`src/rtl/shared_buf_arbiter_if.sv`:
```
// Bus bundle between the per-port result generators, the CPU read port and the
// shared result RAM. The slave modport is the arbiter side.
interface shared_buf_arbiter_if #(
  parameter int DEPTH_LOG2 = 6
);
  localparam int ADDR_W = DEPTH_LOG2 + 2;

  // Stream write side
  logic [2:0]        req_valid;
  logic [2:0][7:0]   req_data;
  logic [2:0]        req_ready;

  // Avalon-MM read slave
  logic              chipselect;
  logic              read;
  logic [2:0]        address;
  logic [7:0]        readdata;
  logic              waitrequest;

  // Single-port result RAM
  logic [ADDR_W-1:0] ram_addr;
  logic              ram_we;
  logic [7:0]        ram_wdata;
  logic [7:0]        ram_rdata;

  modport slave (
    input  req_valid, req_data, chipselect, read, address, ram_rdata,
    output req_ready, readdata, waitrequest, ram_addr, ram_we, ram_wdata
  );

  modport master (
    output req_valid, req_data, chipselect, read, address, ram_rdata,
    input  req_ready, readdata, waitrequest, ram_addr, ram_we, ram_wdata
  );
endinterface

```
`src/rtl/shared_buf_arbiter.sv`:
```
// Shares one single-port result RAM between three stream writers and the CPU
// read port. Each stream owns a circular DEPTH-byte region addressed as
// {port, ptr}. Writes are granted round-robin; a CPU pop owns the RAM in the
// cycle it issues its read address, which suppresses any write grant there.
module shared_buf_arbiter #(
  parameter int DEPTH_LOG2 = 6
) (
  input  logic                clk,
  input  logic                reset_n,
  shared_buf_arbiter_if.slave bus
);
  localparam int DEPTH  = 1 << DEPTH_LOG2;
  localparam int ADDR_W = DEPTH_LOG2 + 2;
  localparam int CNT_W  = DEPTH_LOG2 + 1;

  typedef enum logic [1:0] {IDLE, RD_RAM, RD_DONE} state_t;

  state_t                state_q;
  logic [1:0]            pop_port_q;
  logic [7:0]            readdata_q;
  logic [1:0]            rr_q;
  logic [DEPTH_LOG2-1:0] wrptr_q [3];
  logic [DEPTH_LOG2-1:0] rdptr_q [3];
  logic [CNT_W-1:0]      count_q [3];

  logic                  rd_req;
  logic                  is_pop_addr;
  logic [1:0]            pop_sel;
  logic [2:0]            empty;
  logic [2:0]            full;
  logic                  pop_issue;
  logic [2:0]            eligible;
  logic                  grant_vld;
  logic [1:0]            grant_port;
  logic [2:0]            idx3;
  logic [2:0]            wr_inc;
  logic [2:0]            rd_dec;
  logic [7:0]            rd_value;
  logic [1:0]            rr_d;

  // Decode the CPU request and per-port occupancy flags
  always_comb begin
    rd_req      = bus.chipselect & bus.read;
    is_pop_addr = (bus.address[2] == 1'b0) && (bus.address[1:0] != 2'd3);
    pop_sel     = is_pop_addr ? bus.address[1:0] : 2'd0;
    for (int i = 0; i < 3; i++) begin
      empty[i] = (count_q[i] == '0);
      full[i]  = (count_q[i] == CNT_W'(DEPTH));
    end
    // The RAM port is taken only in the IDLE cycle that launches a pop
    pop_issue = (state_q == IDLE) && rd_req && is_pop_addr && !empty[pop_sel];
  end

  // Round-robin write arbiter: first eligible port at or after rr_q
  always_comb begin
    eligible   = bus.req_valid & ~full;
    grant_vld  = 1'b0;
    grant_port = 2'd0;
    idx3       = 3'd0;
    if (!pop_issue) begin
      for (int k = 0; k < 3; k++) begin
        idx3 = {1'b0, rr_q} + 3'(k);
        if (idx3 >= 3'd3) idx3 = idx3 - 3'd3;
        if (!grant_vld && eligible[idx3[1:0]]) begin
          grant_vld  = 1'b1;
          grant_port = idx3[1:0];
        end
      end
    end
    wr_inc = grant_vld ? (3'b001 << grant_port) : 3'b000;
    rd_dec = (state_q == RD_RAM) ? (3'b001 << pop_port_q) : 3'b000;
    rr_d   = (grant_port == 2'd2) ? 2'd0 : grant_port + 2'd1;
  end

  // Register-map value returned by any non-pop access (and by a pop of an empty stream)
  always_comb begin
    case (bus.address)
      3'd3:    rd_value = 8'd252;
      3'd4:    rd_value = 8'(count_q[0]);
      3'd5:    rd_value = 8'(count_q[1]);
      3'd6:    rd_value = 8'(count_q[2]);
      3'd7:    rd_value = {2'b00, full, empty};
      default: rd_value = 8'hFF;
    endcase
  end

  // Drive the RAM and handshake outputs; write strobes are held low during reset
  always_comb begin
    bus.req_ready   = reset_n ? wr_inc : 3'b000;
    bus.ram_we      = reset_n & grant_vld;
    bus.ram_wdata   = bus.req_data[grant_port];
    bus.ram_addr    = pop_issue ? {pop_sel, rdptr_q[pop_sel]}
                                : {grant_port, wrptr_q[grant_port]};
    bus.readdata    = readdata_q;
    bus.waitrequest = rd_req && (state_q != RD_DONE);
  end

  // Read FSM: launch pop or register lookup, capture RAM data, then release the bus
  always_ff @(posedge clk or negedge reset_n) begin
    if (!reset_n) begin
      state_q    <= IDLE;
      pop_port_q <= 2'd0;
      readdata_q <= 8'd0;
    end else begin
      case (state_q)
        IDLE: begin
          if (rd_req) begin
            if (pop_issue) begin
              pop_port_q <= pop_sel;
              state_q    <= RD_RAM;
            end else begin
              readdata_q <= rd_value;
              state_q    <= RD_DONE;
            end
          end
        end
        RD_RAM: begin
          // Completes even if the master dropped read; the byte is then discarded
          readdata_q <= bus.ram_rdata;
          state_q    <= RD_DONE;
        end
        RD_DONE: state_q <= IDLE;
        default: state_q <= IDLE;
      endcase
    end
  end

  // Pointer, occupancy and round-robin bookkeeping; a write and a pop completion
  // on the same port leave the count unchanged while both pointers advance
  always_ff @(posedge clk or negedge reset_n) begin
    if (!reset_n) begin
      rr_q <= 2'd0;
      for (int i = 0; i < 3; i++) begin
        wrptr_q[i] <= '0;
        rdptr_q[i] <= '0;
        count_q[i] <= '0;
      end
    end else begin
      if (grant_vld) rr_q <= rr_d;
      for (int i = 0; i < 3; i++) begin
        if (wr_inc[i]) wrptr_q[i] <= wrptr_q[i] + 1'b1;
        if (rd_dec[i]) rdptr_q[i] <= rdptr_q[i] + 1'b1;
        if (wr_inc[i] && !rd_dec[i]) count_q[i] <= count_q[i] + 1'b1;
        else if (!wr_inc[i] && rd_dec[i]) count_q[i] <= count_q[i] - 1'b1;
      end
    end
  end
endmodule

```
`src/flat_wrapper.sv`:
```
// flat-port wrapper written by rule: the top's interface ports become plain ports
module shared_buf_arbiter_flat 
#(
  parameter int DEPTH_LOG2 = 6
)
  (clk, reset_n, bus_req_valid, bus_req_data, bus_chipselect, bus_read, bus_address, bus_ram_rdata, bus_req_ready, bus_readdata, bus_waitrequest, bus_ram_addr, bus_ram_we, bus_ram_wdata);
  shared_buf_arbiter_if #(.DEPTH_LOG2(DEPTH_LOG2)) bus_i ();
  input  logic clk;
  input  logic reset_n;
  input wire logic [$bits(bus_i.req_valid)-1:0] bus_req_valid;
  input wire logic [$bits(bus_i.req_data)-1:0] bus_req_data;
  input wire logic [$bits(bus_i.chipselect)-1:0] bus_chipselect;
  input wire logic [$bits(bus_i.read)-1:0] bus_read;
  input wire logic [$bits(bus_i.address)-1:0] bus_address;
  input wire logic [$bits(bus_i.ram_rdata)-1:0] bus_ram_rdata;
  output wire logic [$bits(bus_i.req_ready)-1:0] bus_req_ready;
  output wire logic [$bits(bus_i.readdata)-1:0] bus_readdata;
  output wire logic [$bits(bus_i.waitrequest)-1:0] bus_waitrequest;
  output wire logic [$bits(bus_i.ram_addr)-1:0] bus_ram_addr;
  output wire logic [$bits(bus_i.ram_we)-1:0] bus_ram_we;
  output wire logic [$bits(bus_i.ram_wdata)-1:0] bus_ram_wdata;
  assign bus_i.req_valid = bus_req_valid;
  assign bus_i.req_data = bus_req_data;
  assign bus_i.chipselect = bus_chipselect;
  assign bus_i.read = bus_read;
  assign bus_i.address = bus_address;
  assign bus_i.ram_rdata = bus_ram_rdata;
  assign bus_req_ready = bus_i.req_ready;
  assign bus_readdata = bus_i.readdata;
  assign bus_waitrequest = bus_i.waitrequest;
  assign bus_ram_addr = bus_i.ram_addr;
  assign bus_ram_we = bus_i.ram_we;
  assign bus_ram_wdata = bus_i.ram_wdata;
  shared_buf_arbiter #(.DEPTH_LOG2(DEPTH_LOG2)) u_core (.clk(clk), .reset_n(reset_n), .bus(bus_i));
endmodule
```
`config.mk`:
```
export PLATFORM = sky130hd
export DESIGN_NAME = shared_buf_arbiter_flat
export DESIGN_NICKNAME = d
export VERILOG_FILES = /design/src/rtl/shared_buf_arbiter_if.sv /design/src/rtl/shared_buf_arbiter.sv /design/src/flat_wrapper.sv
export SDC_FILE = /design/constraint.sdc
export NUM_CORES = 1
export LEC_CHECK = 0
export CORE_MARGIN = 2
export CORE_UTILIZATION = 35
export DETAILED_ROUTE_END_ITERATION = 8
export GPL_ROUTABILITY_DRIVEN = 0
export PLACE_DENSITY_LB_ADDON = 0.05
export SKIP_CTS_REPAIR_TIMING = 1
export SLEW_MARGIN = 20
export SYNTH_ARGS = -nofsm -noshare
export SYNTH_HDL_FRONTEND = slang
export SYNTH_SLANG_ARGS = --single-unit
```
`constraint.sdc`:
```
create_clock -name clk -period 4.2 [get_ports clk]
set_input_delay 1.05 -clock clk [delete_from_list [all_inputs] [get_ports clk]]
set_output_delay 1.05 -clock clk [all_outputs]
set_load 0.005 [all_outputs]
```
; After elaboration in Yosys (flattened, before gate mapping)
; Index checks and enable logic that the tools add are counted.
[classes]
n_addsub = 18
magnitude_cmp = 10
eq_ne = 14
shifts = 2
muxes = 51
bitwise_logic = 7
reduce_logical = 32
[ops]
columns = op, n
row1 = 2-to-1 mux 7 bit, 6
row2 = one-hot mux 8 bit (5 select lines), 1
row3 = "adder 6 x 1 -> 6 bit, second input constant", 6
row4 = 2-to-1 mux 8 bit, 4
row5 = 2-to-1 mux 2 bit, 14
row6 = binary-select mux 6 bit (select 2 bit), 2
row7 = 2-to-1 mux 6 bit, 4
row8 = "adder 7 x 1 -> 7 bit, second input constant", 3
row9 = "equality test 7 bit, second input constant", 3
row10 = logical NOT 7 bit, 3
row11 = "subtractor 7 x 1 -> 7 bit, second input constant", 3
row12 = binary-select mux 8 bit (select 2 bit), 1
row13 = one-hot mux 8 bit (2 select lines), 1
row14 = "less-than comparator 2 x 3 -> 1 bit, second input constant", 5
row15 = logical AND 1 bit, 13
row16 = "equality test 3 bit, second input constant", 4
row17 = 2-to-1 mux 1 bit, 10
row18 = logical NOT 1 bit, 9
row19 = 2-to-1 mux 3 bit, 3
row20 = binary-select mux 1 bit (select 2 bit), 4
row21 = nonzero test 2 bit, 4
row22 = "greater-or-equal comparator 3 x 2 -> 1 bit, second input constant", 2
row23 = "greater-or-equal comparator 3 bit, second input constant", 2
row24 = "!= test 2 bit, second input constant", 3
row25 = other kinds (18), 24
[word_totals]
regBits = 71
input_bits = 42
output_inout_bits = 29

; Logic depth before layout (Yosys ltp)
; Gate-level depths: netlist of the first run.
[logic_depth]
depth_word = 26
ltp_mapped = 20
ltp_nobuf = 17

; Worst setup path before layout of the first run
; No wires, ideal clock.
[synth_path]
kind = in2reg
start = input bus_address[2]
end = register u_core.count_q[13] (netlist name)
setup_time_ns = 0.080
arrival_time_ns = 4.300
setup_slack_ns = -0.180
cell_stages = 17
path_buffers = 3
path_cell_list = clkbuf_1 nor4_1 o311ai_4 a211oi_4 nor2b_1 buf_2 buf_2 ha_1 inv_1 ha_1 nor2b_1 o21ai_0 nand2b_1 a21o_1 a21oi_1 mux2i_1 xnor2_1
[synth_via]
elab_chain_len = 13
[synth_lines]
columns = item, line
row1 = "start, declared", flat_wrapper.sv:14  ; input wire logic [$bits(bus_i.address)-1:0] bus_address;
row2 = NOT 1 bit (*), shared_buf_arbiter.sv:44  ; is_pop_addr = (bus.address[2] == 1'b0) && (bus.address[1:0] != 2'd3);
row3 = logical AND 1 bit (*), shared_buf_arbiter.sv:44
row4 = 2-to-1 mux 2 bit, shared_buf_arbiter.sv:45  ; pop_sel = is_pop_addr ? bus.address[1:0] : 2'd0;
row5 = binary-select mux 1 bit (select 2 bit), shared_buf_arbiter.sv:51  ; pop_issue = (state_q == IDLE) && rd_req && is_pop_addr && !empty[pop_sel];
row6 = 2-to-1 mux 1 bit (not written as such), shared_buf_arbiter.sv:51
row7 = logical NOT 1 bit, shared_buf_arbiter.sv:51
row8 = logical AND 1 bit (*), shared_buf_arbiter.sv:51
row9 = 2-to-1 mux 2 bit, shared_buf_arbiter.sv:60  ; if (!pop_issue) begin
row10 = left shift 1 x 2 -> 3 bit, shared_buf_arbiter.sv:70  ; wr_inc = grant_vld ? (3'b001 << grant_port) : 3'b000;
row11 = 2-to-1 mux 3 bit (*), shared_buf_arbiter.sv:70
row12 = net u_core.wr_inc[1], shared_buf_arbiter.sv:36  ; logic [2:0] wr_inc;
row13 = logical NOT 1 bit, shared_buf_arbiter.sv:144  ; else if (!wr_inc[i] && rd_dec[i]) count_q[i] <= count_q[i] - 1'b1;
row14 = logical AND 1 bit, shared_buf_arbiter.sv:144
row15 = nonzero test 2 bit (no source line), -
row16 = "end signal, assigned by index", shared_buf_arbiter.sv:143  ; if (wr_inc[i] && !rd_dec[i]) count_q[i] <= count_q[i] + 1'b1;
row17 = "end signal, assigned by index", shared_buf_arbiter.sv:144
row18 = "end, declared", shared_buf_arbiter.sv:24  ; logic [CNT_W-1:0] count_q [3];
; The timed path passes the listed nets; every way through them passes the cells marked *. The select of a mux whose other input is x is not followed.
; A chain may end at the register's enable or synchronous reset.

; Final worst setup path of the first run
[layout_path]
start = input bus_address[2]
end = output bus_ram_wdata[1]
[layout_via]
elab_chain_len = 10
[layout_lines]
columns = item, line
row1 = NOT 1 bit (*), shared_buf_arbiter.sv:44
row2 = logical AND 1 bit (*), shared_buf_arbiter.sv:44
row3 = 2-to-1 mux 2 bit, shared_buf_arbiter.sv:45
row4 = binary-select mux 1 bit (select 2 bit), shared_buf_arbiter.sv:51
row5 = 2-to-1 mux 1 bit (not written as such), shared_buf_arbiter.sv:51
row6 = logical NOT 1 bit, shared_buf_arbiter.sv:51
row7 = logical AND 1 bit (*), shared_buf_arbiter.sv:51
row8 = 2-to-1 mux 2 bit (*), shared_buf_arbiter.sv:60
row9 = binary-select mux 8 bit (select 2 bit) (*), shared_buf_arbiter.sv:91  ; bus.ram_wdata = bus.req_data[grant_port];
row10 = 2-to-1 mux 8 bit (not written as such) (*), shared_buf_arbiter.sv:91
row11 = "end, declared", flat_wrapper.sv:21  ; output wire logic [$bits(bus_i.ram_wdata)-1:0] bus_ram_wdata;
; Mark *: on every way between the ends. The rest lies on a longest branch, timed or not. The select of a mux whose other input is x is not followed.

==> results of run 1 <==
[worst max-delay path by stage]
stage / start / endpoint / slack, ns / depth (start not counted)
final: bus_address[2] / bus_ram_wdata[1] / 0.04 / 12
after global routing: bus_address[2] / bus_ram_wdata[2] / -0.07 / 12
after CTS: bus_read / bus_ram_wdata[4] / -0.38 / 10
after detailed placement: bus_read / bus_ram_wdata[4] / -0.36 / 10
after global placement: bus_chipselect / bus_ram_wdata[4] / -0.34 / 10
after floorplan: bus_address[2] / u_core.count_q[13] / 0.06 / 17
[routing by layer]
metal,GRT usage,up-vias
li1,-,2009
met3,0.04021,16
met1,0.2331,1867
met5,0,-
met4,0.06024,2
met2,0.2725,88
[worst max-delay path, cell delays in order]
cell and delay, ns:
sky130_fd_sc_hd__buf_2 0.14, sky130_fd_sc_hd__nor4_4 0.25, sky130_fd_sc_hd__o311ai_4 0.17, sky130_fd_sc_hd__a211oi_4 0.39
sky130_fd_sc_hd__buf_4 0.19, sky130_fd_sc_hd__nor2b_4 0.04, sky130_fd_sc_hd__buf_4 0.13, sky130_fd_sc_hd__buf_4 0.12
sky130_fd_sc_hd__buf_6 0.11, sky130_fd_sc_hd__a22o_1 0.22, sky130_fd_sc_hd__a21o_1 0.15, sky130_fd_sc_hd__dlymetal6s2s_1 0.14
[per-stage QoR]
stage          setup TNS, ns  hold WS (ns)  cell area (um^2)  setup slack (ns)
2_1_floorplan              0        0.4422              4558           0.05509
3_3_place_gp          -7.404        0.4624              5932           -0.3414
3_5_place_dp          -7.953        0.4635              5932           -0.3641
4_1_cts               -6.538        0.4809              6260           -0.3834
5_1_grt              -0.3853        0.4920              6570          -0.06958
6_report                   0        0.4712              6570           0.04098
[state kept, by name (all words and copies together) (netlist names)]
register             count
u_core.state_q           2
u_core.pop_port_q        2
u_core.wrptr_q          18
u_core.count_q          21
u_core.bus.readdata      8
u_core.rr_q              2
u_core.rdptr_q          18
[cells in the final DEF, fill, tap and decap left out, drive strengths merged, types with 8 or more instances in the layout]
master / instances
nand4: 11
mux2: 11
xor2: 13
xnor2: 37
clkbuf: 13
nor3: 8
ha: 28
a22o: 8
buf: 96
o22ai: 9
nand3: 11
dlymetal6s2s: 21
dfrtp: 71
a21oi: 18
inv: 27
nor2: 14
clkdlybuf4s50: 43
nand2: 55
a21o: 16
o211ai: 10
o21ai: 34
[final cells by class]
class | instances | area [um^2]
clock inverter | 7 | 102.6
timing repair buffer | 164 | 1459
tap | 172 | 215.2
fill | 1173 | 6101
multi-input combinational | 354 | 2701
clock buffer | 9 | 225.2
sequential | 71 | 1777
inverter | 24 | 90.09
[power groups by stage]
stage	Combinational, mW	Sequential (mW)	Clock (mW)
finish	3.19	1.23	0.850
global route	3.54	1.27	0.898
CTS	3.00	1.22	0.867
detailed placement	2.98	1.23	0
global placement	2.92	1.23	0
floorplan	1.77	1.18	0
[logic make-up after synthesis]
kind of cell             Yosys count
AO/OA/AOI/OAI                    126
multiplexers                      18
AND/OR/NAND/NOR                  129
XOR/XNOR                          50
adder cells (fa/ha/maj)           31
flip-flops                        71
buffers and inverters             44
==> impl_summary.md, run 1 <==
Yosys
The post-synthesis compound-gate area fraction came to 0.1910. The main combinational cell family by area after synthesis is compound AO/OA/AOI/OAI gates. The flop and latch count out of synthesis is 71.

Ranked by instance count, the synthesized netlist is headed by sky130_fd_sc_hd__dfrtp_1 (71), sky130_fd_sc_hd__nand2_1 (55), sky130_fd_sc_hd__xnor2_1 (37). After synthesis, the share of flip-flops with an asynchronous set or reset is 1.000. In the synthesized netlist the dominant register cell turns out to be sky130_fd_sc_hd__dfrtp_1. The synthesized netlist occupies a cell area of 4552 um^2.

Of the total synthesized cell area, the portion taken by full adders, half adders and majority gates is 0.09016. The post-synthesis area per instance is 9.705 um^2. Yosys attributes the largest share of cell area to sky130_fd_sc_hd__dfrtp_1 (39%), sky130_fd_sc_hd__ha_1 (7.7%), sky130_fd_sc_hd__xnor2_1 (7.1%).

The instance count of the mapped netlist is 469. Of the post-synthesis cell area, the dominant cell type holds 0.3903. Synthesis produced a netlist with a net count of 542. The most common cell in the synthesized netlist is sky130_fd_sc_hd__dfrtp_1. Yosys mapped a number of flops with a built-in enable equal to 0. The share of cell area taken by muxes after synthesis is 0.04535. Yosys printed 0 warnings. Of the total synthesized cell area, the portion taken by AND, OR, NAND and NOR gates is 0.1473. The count of unique library cells instantiated by Yosys is 58. The post-synthesis xor/xnor area fraction is 0.09621.

The post-synthesis cell type with the largest combined area is sky130_fd_sc_hd__dfrtp_1. For this run, the register share of the synthesized area comes to 0.3903.

Worst setup path
The source of the worst register-to-register timing path is u_core.count_q[8]. The type of the worst setup path is in2out. Of all nets on the critical path, the largest fanout is 4.

The category of the worst setup path capture point is a primary output. The capture instance of the worst register-to-register path is u_core.count_q[13]. The data arrival time at the worst-slack endpoint is 3.11 ns.

STA classifies the critical path startpoint as a primary input. The worst-case register-to-register setup slack is 0.22 ns. The data required time at the worst endpoint is 3.15 ns.

The length in cells of the worst reg-to-reg path is 18.

Route
The total number of vias is 3,982. The first detailed-routing pass ran for 4 iterations. Wires add up to 11.87 mm. The count of nets left with antenna violations after detail routing is 0.

The number of remaining DRC errors is 0. Using the TritonRoute via totals, the vias-per-cell ratio works out to 4.971. After detailed routing, the met2 layer carries 5.403 mm of wire. The average wire per cell in the routed design is 14.82 um.

The sum of routed wire segments on met1 is 5.626 mm. In this run, the number of DRC markers left after iteration 0 of detailed routing was 223. Wire segments on met3 add up to 646 um in the final route.

The detailed router used layers up to and including met5.

Timing
The final worst-path cycle share is 0.9902. The final-report max-slew violation count was 0. Derived from the worst setup path, the maximum achievable clock frequency is 0.2404 GHz. After layout, the minimum clock period comes to 4.159 ns.

The final count of hold timing violations is 0. In this run the tightest slew margin relative to its limit is 0.5861. The setup skew after layout is 0.01081 ns.

The total setup violations reported at the end of the flow is 0. The pin slew with the least headroom to its limit is 0.6209 ns. Setup repair after global routing could not meet its margin everywhere.

Global routing
The first global-routing pass estimated 19.36 mm of wire. Across every metal layer, demand over resource in global routing totals 0.1730. The initial antenna violation count was 1. The number of global-route vias before repair is 3,940. Summed over all layers, the global routing overflow is 0. Entering global routing, the biggest net connects 38 pins.

Placement
The count of buffers inserted at the top-level ports is 70. Including well taps, the total number of placed cells is 764. The final HPWL from detailed placement is 9.083 mm.

Die
The number of placed I/O pins is 71. The die covers 13,930 um^2. The row count is 41.

After floorplanning, the core was sized to cover 12,670 um^2. The starting density of the core is 0.3592. The height of the chip is 118.0 um.

The die boundary width is 118.0 um.

Run
The number of maximum-capacitance violations is 0.

Min path
The critical hold path startpoint is u_core.rdptr_q[5]. The capture endpoint of the worst hold path is u_core.rdptr_q[5]. In this run the worst hold path is classified as reg2reg. Along the worst hold path, the cell count comes to 1.

Clock network
The clock insertion delay at the later pin of the skew report is 0.34 ns. The clock transition at the register clock pins on the worst setup and hold paths after CTS is 0.06 ns. The CTS buffer count is 9. The longest clock path from root to sink contains 2 buffers. The cell chosen for the clock root is sky130_fd_sc_hd__clkbuf_16. The CTS tree is done. The count of clock tree sinks is 71. The number of H-tree branching levels is 3.

Power and ir drop
The fraction of power consumed by combinational cells is 0.606. The maximum VDD drop is 0.3821 mV. The power density of the placed cells is 800.9 nW/um^2.

The leakage power summed over all cells is 3.212 nW. The total power is 5.262 mW. Summed over all nets, the switching power comes to 1.999 mW. The fraction of power consumed by sequential logic is 0.233. Internal power comes to 3.263 mW. The clock group share of total power is 0.161. Of the total power, the share spent switching nets is 0.3799.

Cells and area
After the last flow step, the layout net total stands at 697. The non-filler instance count after layout is 801. In the final layout, the share of cells above drive strength 1 is 0.2544.

For this run, the share of the core covered by cells in the final layout is 0.5185. The area growth from synthesis to layout is 44.34%. The number of inserted diodes is 0.

Status
The run finished with clean final reports.
(Power assumes the default switching activity.)
==> inputs of run 2 (changes only) <==
- ABC_CLOCK_PERIOD_IN_PS: not set -> 4200
- RECOVER_POWER: not set -> 25
==> impl_summary.md, run 2 (synthesis gave the netlist of run 1 again) <==
Status
Outcome: finished, violations left (was finished clean). The checks that failed: max-capacitance violations, max-slew violations.

Placement
The placement-stage cell area came to 5932 um^2 (unchanged). The number of cells in the design after placement came to 764 (unchanged). The count of buffers inserted at the top-level ports is 70 (unchanged). The pre-CTS worst setup slack is -0.3641 ns (unchanged).

The final HPWL from detailed placement came to 9.083 mm (unchanged).

Route
The total number of vias came to 3,987 (was 3,982). The detailed router's first-iteration violation count is 221 (was 223). The uppermost layer routed is met5 (unchanged). The average wire per cell in the routed design is 14.84 um (was 14.82 um).

The total detailed-routing wirelength is 11.88 mm (was 11.87 mm). The number of remaining DRC errors is 0 (unchanged). The met2 routed wirelength is 5.425 mm (was 5.403 mm). The first-pass detailed-route iteration total came to 4 (unchanged). The routed length on met3 is 646 um (unchanged). The sum of routed wire segments on met1 is 5.615 mm (was 5.626 mm). The count of nets left with antenna violations after detail routing is 0 (unchanged).

The per-cell via count in the routed design is 4.978 (was 4.971).

Global routing
The first-pass GRT wire length is 19.36 mm (unchanged). The largest net degree at the start of global routing came to 38 (unchanged). The number of global-route vias before repair is 3,940 (unchanged). The total global routing overflow is 0 (unchanged).

The aggregate global-route resource usage is 0.1730 (unchanged). The initial antenna violation count is 1 (unchanged).

Die
The core area came to 12,670 um^2 (unchanged). The die boundary width is 118.0 um (unchanged). The number of placed I/O pins is 71 (unchanged). The row count is 41 (unchanged). The height of the chip is 118.0 um (unchanged). The starting density of the core was 0.3592 (unchanged). The area of the die came to 13,930 um^2 (unchanged).

Worst setup path
The largest fanout on the critical path is 4 (unchanged). The data arrival time at the worst-slack endpoint was 3.11 ns (about the same). Ordered list of cells on the worst path: buf_2, nor4_4, o311ai_4, a211oi_4, buf_4, nor2b_4, buf_4, buf_4, buf_6, a22o_1, a21o_1, dlymetal6s2s_1 (unchanged).

The worst-case register-to-register setup slack is 0.22 ns (about the same). The data required time at the worst endpoint is 3.15 ns (about the same). The type of the worst setup path is in2out (unchanged).

The maximum cell stage delay along the critical path was 0.39 ns (about the same). The most frequent cell on the critical path is sky130_fd_sc_hd__buf_4 (unchanged). The critical path launch point type is a primary input (unchanged).

The count of buffer and inverter cells on the critical path came to 6 (unchanged). The cell type group with the largest total delay on the critical path is compound AO/OA/AOI/OAI gates (unchanged). The category of the worst setup path capture point is a primary output (unchanged). The critical-path cell with the highest stage delay is sky130_fd_sc_hd__a211oi_4 (unchanged).

Power and ir drop
The fraction of power consumed by combinational cells is 0.606 (about the same). The fraction of power consumed by sequential logic is 0.233 (about the same). The total power is 5.262 mW (about the same). The maximum VDD drop came to 0.3822 mV (was 0.3821 mV).

The power density of the placed cells is 801.8 nW/um^2 (was 800.9 nW/um^2). The power spent charging and discharging nets came to 1.999 mW (about the same). The total internal power is 3.262 mW (was 3.263 mW). The leakage power summed over all cells came to 3.205 nW (was 3.212 nW).

The clock group share of total power was 0.161 (about the same). The proportion of total power due to net switching is 0.3800 (was 0.3799).

Cells and area
The non-filler instance count after layout is 801 (unchanged). The layout cell share with drive strength beyond 1 is 0.2512 (was 0.2544). The synthesis-to-finish area growth came to 44.17% (was 44.34%).

The number of inserted diodes was 0 (unchanged). The leading cell type in the layout, fill and taps excluded is sky130_fd_sc_hd__buf_4 (unchanged). The cell area after layout is 6563 um^2 (was 6570 um^2). The most flop-heavy register is u_core.count_q (unchanged).

The layout net count is 697 (unchanged). Most used cells in the layout excluding fill and tap cells: sky130_fd_sc_hd__buf_4 (85), sky130_fd_sc_hd__dfrtp_1 (71), sky130_fd_sc_hd__nand2_1 (52) (was sky130_fd_sc_hd__buf_4 (87), sky130_fd_sc_hd__dfrtp_1 (71), sky130_fd_sc_hd__nand2_1 (52)). Leading registers by flop count: u_core.count_q x21, u_core.rdptr_q x18, u_core.wrptr_q x18 (unchanged). The total of fill cells in the finished design is 1,174 (was 1,173).

The core utilization of the finished layout was 0.5179 (was 0.5185). The number of flip-flops in the largest register was 21 (unchanged).

Timing
The total negative slack is 0 ns (unchanged). The setup skew after layout is 0.01078 ns (was 0.01081 ns). The final count of hold timing violations is 0 (unchanged). The total setup violations reported at the end of the flow came to 0 (unchanged). The final worst-path setup slack is 0.03715 ns (was 0.04098 ns).

The max-slew headroom at the worst pin is -0.3767 (was 0.5861). The clock period minus worst slack came to 4.163 ns (was 4.159 ns). The final worst-path cycle share is 0.9912 (was 0.9902). The highest attainable clock frequency is 0.2402 GHz (was 0.2404 GHz). Setup repair after global routing missed its margin: yes (unchanged).

The smallest hold slack is 0.4712 ns (unchanged). The pin slew with the least headroom to its limit is 2.065 ns (was 0.6209 ns). The final-report max-slew violation count is 71 (was 0).

Run
The number of maximum-capacitance violations is 2 (was 0).

Clock network
The count of clock tree sinks is 71 (unchanged). The CTS tree is done (unchanged). The clock transition at the register clock pins on the worst setup and hold paths after CTS was 0.06 ns (about the same). The clock insertion delay at the later pin of the skew report is 0.34 ns (about the same). The CTS buffer count is 9 (unchanged).

The number of H-tree branching levels is 3 (unchanged). The largest buffer count on any clock path is 2 (unchanged). The cell chosen for the clock root is sky130_fd_sc_hd__clkbuf_16 (unchanged).

Min path
The type of the most critical hold path is reg2reg (unchanged).
-- run 2: cell types whose count changed in the layout (fill, tap and decap cells not counted), sizes merged --
cell / change
clkbuf: +2
buf: -2
-- run 2: power groups by stage --
| stage | Combinational, mW | Clock, mW | Sequential (mW) |
|---|---|---|---|
| CTS | 3.00 | 0.867 | 1.22 |
| finish | 3.19 | 0.849 | 1.23 |
| global placement | 2.92 | 0 | 1.23 |
| detailed placement | 2.98 | 0 | 1.23 |
| floorplan | 1.77 | 0 | 1.18 |
| global route | 3.54 | 0.898 | 1.27 |
-- run 2: final timing paths --
path / from / end / cells past startpoint
setup / recovery: bus_address[2] / bus_ram_wdata[1] / 12
hold / removal: u_core.rdptr_q[5] / u_core.rdptr_q[5] / 1
setup reg to reg: u_core.count_q[8] / u_core.count_q[13] / 18
hold reg to reg: u_core.rdptr_q[5] / u_core.rdptr_q[5] / 1
max in group asynchronous: reset_n / u_core.bus.readdata[6] / 2
min in group asynchronous: reset_n / u_core.rr_q[0] / 1
-- run 2: cell type report --
| class | count | area, um^2 | area share |
|---|---|---|---|
| multi-input combinational | 354 | 2701 | 0.4116 |
| sequential | 71 | 1777 | 0.2707 |
| timing repair buffer | 164 | 1451 | 0.2212 |
| clock buffer | 9 | 225.2 | 0.03432 |
| tap | 172 | 215.2 | 0.03279 |
| clock inverter | 7 | 102.6 | 0.01563 |
| inverter | 24 | 90.09 | 0.01373 |
-- run 2: worst reg2reg max path, cell delays in order (launching register included) --
cell and delay [ns]:
sky130_fd_sc_hd__dfrtp_1 0.39, sky130_fd_sc_hd__or4_4 0.55, sky130_fd_sc_hd__or3_4 0.42, sky130_fd_sc_hd__o311ai_4 0.30
sky130_fd_sc_hd__a211oi_4 0.12, sky130_fd_sc_hd__buf_4 0.16, sky130_fd_sc_hd__nor2b_4 0.14, sky130_fd_sc_hd__buf_8 0.12
sky130_fd_sc_hd__buf_4 0.13, sky130_fd_sc_hd__ha_4 0.14, sky130_fd_sc_hd__inv_1 0.05, sky130_fd_sc_hd__ha_1 0.29
sky130_fd_sc_hd__nor2b_1 0.13, sky130_fd_sc_hd__o21ai_1 0.12, sky130_fd_sc_hd__nand2b_1 0.09, sky130_fd_sc_hd__a21o_1 0.19
sky130_fd_sc_hd__a21oi_2 0.15, sky130_fd_sc_hd__mux2i_1 0.25, sky130_fd_sc_hd__xnor2_1 0.14
-- run 2: routing by layer --
metal	track usage	up-vias
li1	-	2009
met1	0.2331	1872
met2	0.2725	88
met3	0.04021	16
met4	0.06024	2
met5	0	-
